File: src/rtl/uart_tx_arbiter.sv
// Round-robin arbiter that multiplexes four byte requesters onto one UART transmitter,
// holding the grant for a whole message and pacing bytes on the transmitter's busy handshake.
module uart_tx_arbiter #(
  parameter int unsigned TIMEOUT = 65535,
  parameter int unsigned GAP     = 0,
  parameter int unsigned HIWAIT  = 4
) (
  input  logic        clk,
  input  logic        rst,
  input  logic [31:0] req_ch,
  input  logic [3:0]  req_v,
  input  logic [3:0]  req_last,
  output logic [3:0]  req_rdy,
  output logic [3:0]  grant,
  output logic [7:0]  tx_ch,
  output logic        tx_chv,
  input  logic        tx_busy,
  output logic        timeout_err
);

  localparam int unsigned TW = $clog2(TIMEOUT + 2);
  localparam int unsigned HW = $clog2(HIWAIT + 2);
  localparam int unsigned GW = $clog2(GAP + 2);

  typedef enum logic [2:0] {IDLE, SEND, WAIT_HI, WAIT_LO, GAPW} state_t;

  state_t        state, state_nxt;
  logic [1:0]    g, g_nxt;
  logic [1:0]    lg, lg_nxt;
  logic [3:0]    grant_nxt;
  logic [7:0]    tx_ch_nxt;
  logic          tx_chv_nxt;
  logic          last_r, last_nxt;
  logic          timeout_err_nxt;
  logic [TW-1:0] to_cnt, to_nxt;
  logic [HW-1:0] hi_cnt, hi_nxt;
  logic [GW-1:0] gap_cnt, gap_nxt;
  logic [1:0]    pick;
  logic          pick_v;
  logic [7:0]    g_ch;

  assign g_ch = req_ch[{g, 3'b000} +: 8];

  // Rotating priority: lg+1 first, lg last; descending loop lets the nearest candidate win.
  always_comb begin
    logic [1:0] idx;
    pick   = 2'd0;
    pick_v = 1'b0;
    idx    = 2'd0;
    for (int k = 4; k >= 1; k--) begin
      idx = lg + 2'(k);
      if (req_v[idx]) begin
        pick   = idx;
        pick_v = 1'b1;
      end
    end
  end

  always_comb begin
    state_nxt       = state;
    g_nxt           = g;
    lg_nxt          = lg;
    grant_nxt       = grant;
    tx_ch_nxt       = tx_ch;
    tx_chv_nxt      = 1'b0;
    last_nxt        = last_r;
    timeout_err_nxt = timeout_err;
    to_nxt          = '0;
    hi_nxt          = '0;
    gap_nxt         = '0;
    req_rdy         = 4'd0;
    case (state)
      IDLE: begin
        if (pick_v) begin
          g_nxt     = pick;
          grant_nxt = 4'b0001 << pick;
          state_nxt = SEND;
        end
      end
      SEND: begin
        if (req_v[g]) begin
          to_nxt = to_cnt;
          if (!tx_busy) begin
            req_rdy[g] = 1'b1;
            tx_ch_nxt  = g_ch;
            tx_chv_nxt = 1'b1;
            last_nxt   = req_last[g];
            to_nxt     = '0;
            state_nxt  = WAIT_HI;
          end
        end else if (32'(to_cnt) + 32'd1 >= TIMEOUT) begin
          // Owner stalled mid-message: revoke and let the others in.
          grant_nxt       = 4'd0;
          lg_nxt          = g;
          timeout_err_nxt = 1'b1;
          state_nxt       = IDLE;
        end else begin
          to_nxt = to_cnt + TW'(1);
        end
      end
      WAIT_HI: begin
        if (tx_busy || (32'(hi_cnt) + 32'd1 >= HIWAIT)) begin
          state_nxt = WAIT_LO;
        end else begin
          hi_nxt = hi_cnt + HW'(1);
        end
      end
      WAIT_LO: begin
        if (!tx_busy) begin
          if (!last_r) begin
            state_nxt = SEND;
          end else begin
            lg_nxt    = g;
            grant_nxt = 4'd0;
            state_nxt = (GAP > 0) ? GAPW : IDLE;
          end
        end
      end
      GAPW: begin
        if (32'(gap_cnt) + 32'd1 >= GAP) begin
          state_nxt = IDLE;
        end else begin
          gap_nxt = gap_cnt + GW'(1);
        end
      end
      default: state_nxt = IDLE;
    endcase
  end

  always_ff @(posedge clk) begin
    if (rst) begin
      state       <= IDLE;
      g           <= 2'd0;
      lg          <= 2'd3;
      grant       <= 4'd0;
      tx_ch       <= 8'd0;
      tx_chv      <= 1'b0;
      last_r      <= 1'b0;
      timeout_err <= 1'b0;
      to_cnt      <= '0;
      hi_cnt      <= '0;
      gap_cnt     <= '0;
    end else begin
      state       <= state_nxt;
      g           <= g_nxt;
      lg          <= lg_nxt;
      grant       <= grant_nxt;
      tx_ch       <= tx_ch_nxt;
      tx_chv      <= tx_chv_nxt;
      last_r      <= last_nxt;
      timeout_err <= timeout_err_nxt;
      to_cnt      <= to_nxt;
      hi_cnt      <= hi_nxt;
      gap_cnt     <= gap_nxt;
    end
  end

endmodule

File: config.mk
export PLATFORM = sky130hd
export DESIGN_NAME = uart_tx_arbiter
export DESIGN_NICKNAME = d
export VERILOG_FILES = /design/src/rtl/uart_tx_arbiter.sv
export SDC_FILE = /design/constraint.sdc
export NUM_CORES = 1
export LEC_CHECK = 0
export CAP_MARGIN = 20
export CORE_MARGIN = 3
export CORE_UTILIZATION = 50
export CTS_CLUSTER_SIZE = 14
export DETAILED_ROUTE_END_ITERATION = 12
export DONT_BUFFER_PORTS = 1
export GPL_TIMING_DRIVEN = 0
export SLEW_MARGIN = 20
export SYNTH_ARGS = -nofsm -noshare
export SYNTH_HDL_FRONTEND = slang
export SYNTH_SLANG_ARGS = --single-unit
File: constraint.sdc
create_clock -name clk -period 7.52 [get_ports clk]
set_input_delay 1.504 -clock clk [delete_from_list [all_inputs] [get_ports clk]]
set_output_delay 1.504 -clock clk [all_outputs]
set_load 0.03 [all_outputs]
==> flow_metrics.tcl, run 1 <==
set metrics [dict create \
    synth_commonest_cells "nand2_1, dfxtp_1, nor2_1, a21oi_1" \
    fmax_mhz 215.7 \
    cts_setup_buffers 0 \
    grt_max_degree 13 \
    row_count 25 \
    dr.pass1.iters 4 \
    place.gp.congestion 0.8078 \
    swShare 0.3747 \
    place_hpwl_mm 4.373 \
    finalHoldViolations 0 \
    die_w_um 77.89 \
    pwr-share-comb 0.401 \
    maxCapViolCount 0 \
    synth_area_leader_cell "dfxtp_1" \
    ios 61 \
    io_buffers 0 \
    crit_arrival_ns 3.13 \
    ctsLongestPathBuffers 2 \
    report.final.setup_viol 0 \
    clkSinkCount 41 \
    numCtsBuffers 5 \
    synth_area_per_cell_um2 8.848 \
    grt_pass1_vias 2094 \
    antenna_found_initial 0 \
    wl_per_cell_um 15.72 \
    synth_seq_cells 41 \
    synth_area_leaders "dfxtp_1, mux4_2, nand2_1" \
    maxSlewViolCount 0 \
    status "complete, no violations" \
    fp.dieArea_um2 6066 \
    internal-power_uw 489.4 \
    p_sw_uw 293.2 \
    finalCritPeriodShare 0.6164 \
    n_antenna_cell 0 \
    drtIter0Drc 121 \
    synth_most_common_cell "nand2_1" \
    clock_latency_ns 0.29 \
    gr-total-overflow 0 \
    synthArstFlopShare 0 \
    drcViolationCount 0 \
    tritoncts "yes" \
    power_density_nw_per_um2 281.1 \
    min_path_type "register to register" \
    die_height_um 77.89 \
    rsz0062_at_grt "false" \
    period_minus_slack_ns 4.635 \
    drive_above_1_share 0.1400 \
    yosys_most_used_dff "dfxtp_1" \
    hold_buffers 0 \
    postRouteAntennaNets 0 \
    pwr-share-clk 0.236 \
    p_seq_frac 0.363 \
    totalWireLength_mm 5.768 \
    critPathKind "input pin to output pin" \
    worst_slew_pin_slew_ns 0.9198 \
    fin_skew_ns 0.003915 \
    syn_inst 292 \
    cts_root_buffer "clkbuf_8" \
    htreeDepth 2 \
    ys_warn_count 0 \
    synth.yosys.seq_area_share 0.3177 \
    synthDistinctLibCells 61 \
    endpoint_kind "output pin" \
    vias 2159 \
    start_util 0.5329 \
    syn2layout_area_growth_pct 7.748 \
    power_leakage_nw 1.040 \
    crit_fanout 10 \
    ir_drop_uv 165.3 \
    synth_area_um2 2584 \
    clkTransAtPathRegs_ns 0.08 \
    grt_usage 0.2016 \
    tns_ns 0 \
    startpoint_type "input pin" \
    fp.coreArea_um2 4848 \
    slew_headroom 0.3821 \
    layout.nets 349 \
    syn-num-nets 342 \
    synth_edf_count 0 \
    required_ns 6.02 \
    synth_top_area_frac 0.3177 \
    power_uw 782.5 \
    grt_pass1_wl_mm 9.977 \
    viasPerCell 5.883 \
    post_cts_resized 0 \
]
## cells by family (layout without fill, tap and decap cells)
group | after synthesis | count (layout) | share of synthesized area
AND/OR/NAND/NOR | 129 | 129 | 0.2775
AO/OA/AOI/OAI | 58 | 58 | 0.1656
flip-flops | 41 | 41 | 0.3177
buffers and inverters | 27 | 35 | 0.04262
multiplexers | 21 | 21 | 0.1341
XOR/XNOR | 8 | 8 | 0.02712
adder cells (fa/ha/maj) | 7 | 7 | 0.03390
other | 1 | 1 | 0.001451
## through the flow
stage                 util  instance area [um^2]  hold WS [ns]  setup slack, ns  std cells
floorplan                -                  2584        0.4301            3.119        292
global placement    0.5502                  2668        0.4478            2.849        359
detailed placement  0.5502                  2668        0.4487            2.874        359
CTS                 0.5742                  2784        0.4601            2.871        367
global route        0.5742                  2784        0.5065            2.726        367
finish              0.5742                  2784        0.4607            2.885        367
## state kept, by name, indices dropped and copies added (netlist names)
register,flops
g,2
to_cnt,17
last_r,1
timeout_err,1
grant,4
state,2
tx_chv,1
hi_cnt,3
tx_ch,8
lg,2
## worst paths after layout
check | startpoint | end | slack, ns | cells after the start
worst max-delay path | req_v[1] | req_rdy[2] | 2.88 | 6
worst min-delay path | last_r | last_r | 0.46 | 2
worst max register to register | to_cnt[0] | to_cnt[8] | 4.80 | 9
worst min register to register | last_r | last_r | 0.46 | 2
## power groups by stage
stage / combinational [mW] / clock (mW) / sequential (mW)
after detailed placement: 0.314 / 0 / 0.290
after global routing: 0.348 / 0.202 / 0.288
after floorplan: 0.262 / 0 / 0.285
after global placement: 0.315 / 0 / 0.290
final: 0.314 / 0.184 / 0.284
after CTS: 0.314 / 0.192 / 0.285
## routing by layer
layer	routed length [um]	global-route usage	vias to the layer above
met3	328	0.05336	4
li1	-	-	1080
met1	2550	0.2538	1018
met5	0	0	-
met2	2862	0.3450	57
met4	27	0.04270	0
## worst max-delay path, stage by stage
cell	delay, ns
mux4_2	0.26
and2_1	0.23
nor2b_1	0.22
clkbuf_1	0.36
nand2_1	0.10
nor2_1	0.44
## cells in the final DEF, fill, tap and decap left out, types with 3 or more instances in the layout
master and count:
nand2_1 42, mux2i_1 8, nand2b_1 8, inv_1 7, buf_2 7, xnor2_1 3
nor3_1 10, xor2_1 5, o21ai_0 13, a32oi_1 5, o31ai_1 4, mux4_2 10
dfxtp_1 41, or4_1 3, a21o_1 3, nor2b_1 6, ha_1 7, nor2_1 16
clkbuf_1 14, nand3_1 12, a21oi_1 14, clkbuf_8 6, and3_1 5, nand4_1 5
## area by class of cell
type,instances,area (um^2)
Buffer,20,83.83
Clock buffer,7,86.33
Clock inverter,1,30.03
Fill cell,445,2064
Inverter,7,26.28
Multi-Input combinational cell,224,1653
Sequential cell,41,820.8
Tap cell,67,83.83
No activity file was read; power rests on OpenSTA's default activity.
==> run 2, diff against run 1 <==
--- a/config.mk
+++ b/config.mk
@@ -12,6 +12,7 @@
 export DETAILED_ROUTE_END_ITERATION = 12
 export DONT_BUFFER_PORTS = 1
 export GPL_TIMING_DRIVEN = 0
+export PLACE_DENSITY = 0.68
 export SLEW_MARGIN = 20
 export SYNTH_ARGS = -nofsm -noshare
 export SYNTH_HDL_FRONTEND = slang
==> constraint.sdc (replaced) <==
create_clock -name clk -period 4 [get_ports clk]
set_input_delay 0.8 -clock clk [delete_from_list [all_inputs] [get_ports clk]]
set_output_delay 0.8 -clock clk [all_outputs]
set_load 0.03 [all_outputs]
==> run 2 against run 1 <==
Sequential share of layout area is the same. Worst setup slack worse by 2.3 ns. Die area did not move. Non-clock buffer count unchanged. Worst hold slack worse by 0.0026 ns. Flip-flop and latch count stayed put. Clock power is 92% higher. Register-to-register slack lost 3.7 ns. Clock-buffer cell count did not move.
==> flow_metrics.tcl, run 2 (same netlist as run 1, synthesis figures left out) <==
set metrics [dict create \
    fmax_mhz 291.0 \
    final_cells 367 \
    endpoint_kind "output pin" \
    startpoint_type "register" \
    final-seq-area_um2 820.8 \
    power_mw 1.485 \
    setup_ws_ns 0.5641 \
    die_w_um 77.89 \
    rsz0062_at_grt "false" \
    drive_above_1_share 0.1400 \
    timing.hold.ws_ns 0.4581 \
    final_design_area_no_fill_um2 2784 \
    viasPerCell 5.981 \
    io_buffers 0 \
    wl_per_cell_um 16.27 \
    min_path_type "register to register" \
    maxCapViolCount 0 \
    drtIter0Drc 116 \
    r2r_end "to_cnt[10]" \
    r2r-start "to_cnt[1]" \
    power_density_nw_per_um2 533.6 \
    grt_pass1_wl_mm 9.970 \
    place_inst 359 \
    report.final.setup_viol 0 \
    vias 2195 \
    top_register "to_cnt" \
    start_util 0.5329 \
    clkTransAtPathRegs_ns 0.09 \
    crit_fanout 10 \
    dr.pass1.iters 4 \
    final_common_cell "nand2_1" \
    critPathKind "register to output pin" \
    htreeDepth 2 \
    fp.dieArea_um2 6066 \
    ios 61 \
    crit_start "g[1]" \
    cts_root_buffer "clkbuf_8" \
    syn2layout_area_growth_pct 7.748 \
    place_ws_ns 0.7404 \
    grt_max_degree 13 \
    maxUsedRoutingLayer "met4" \
    r2r_slack_ns 1.14 \
    reg.largest.list "to_cnt: 17 flops, tx_ch: 8 flops, grant: 4 flops" \
    cts_setup_buffers 0 \
    wl_met2_mm 2.877 \
    final_util 0.5742 \
    layout.nets 349 \
    ctsLongestPathBuffers 2 \
    met3_length_um 384 \
    fin_skew_ns 0.01051 \
    hold_buffers 0 \
    clock_latency_ns 0.30 \
    place_hpwl_mm 4.396 \
    crit_arrival_ns 2.64 \
    period_minus_slack_ns 3.436 \
    worst_slew_pin_slew_ns 0.9083 \
    ir_drop_uv 443.0 \
    finalHoldViolations 0 \
    fp.coreArea_um2 4848 \
    antenna_found_initial 0 \
    post_dp_cell_area_um2 2668 \
    multi_input_comb_area_um2 1653 \
    totalWireLength_mm 5.971 \
    reg2regPathDepth 9 \
    final_cell_mix "nand2_1, dfxtp_1, nor2_1" \
    post_cts_resized 0 \
    drcViolationCount 0 \
    clkSinkCount 41 \
    grt_pass1_vias 2070 \
    row_count 25 \
    nFillCells 432 \
    die_height_um 77.89 \
    place.gp.congestion 0.8620 \
    slew_headroom 0.3898 \
    grt_usage 0.2037 \
    finalCritPeriodShare 0.8590 \
    maxSlewViolCount 0 \
    gr-total-overflow 0 \
    n_antenna_cell 0 \
    numCtsBuffers 5 \
    crit_end "req_rdy[2]" \
    tritoncts "yes" \
    largest_register_ff_count 17 \
    power_leakage_nw 1.040 \
    status "complete, no violations" \
    drt-met1-wl_mm 2.634 \
    postRouteAntennaNets 0 \
    tns_ns 0 \
    required_ns 3.20 \
]
==> run 2: worst min path at each step <==
stage	start	to	slack [ns]	cells after the start
4_1_cts	hi_cnt[0]	hi_cnt[0]	0.46	1
5_1_grt	last_r	last_r	0.50	2
3_5_place_dp	hi_cnt[0]	hi_cnt[0]	0.45	1
2_1_floorplan	hi_cnt[0]	hi_cnt[0]	0.43	1
6_report	hi_cnt[0]	hi_cnt[0]	0.46	1
3_3_place_gp	last_r	last_r	0.45	2
==> run 2: critical path: stages, from the launching register on <==
cell and delay (ns):
dfxtp_1 0.31, clkbuf_1 0.29, mux4_2 0.32, and2_1 0.26, nor2b_1 0.23, clkbuf_1 0.37, nand2_1 0.10, nor2_1 0.45
==> run 2: area by class of cell <==
| class | count | share of cell area |
|---|---|---|
| Buffer | 20 | 0.03011 |
| Clock buffer | 7 | 0.03101 |
| Clock inverter | 1 | 0.01079 |
| Inverter | 7 | 0.009438 |
| Multi-Input combinational cell | 224 | 0.5937 |
| Sequential cell | 41 | 0.2948 |
| Tap cell | 67 | 0.03011 |
==> run 2: where the power goes <==
part | total [mW] | switching, mW | internal, mW
combinational | 0.597 | 0.341 | 0.256
clock | 0.353 | 0.149 | 0.204
sequential | 0.535 | 0.0756 | 0.460
==> run 2: routing by layer <==
layer | GRT usage | vias to the layer above
met3 | 0.05800 | 8
met1 | 0.2752 | 1045
met4 | 0.07117 | 0
met5 | 0 | -
met2 | 0.3099 | 67
li1 | - | 1075
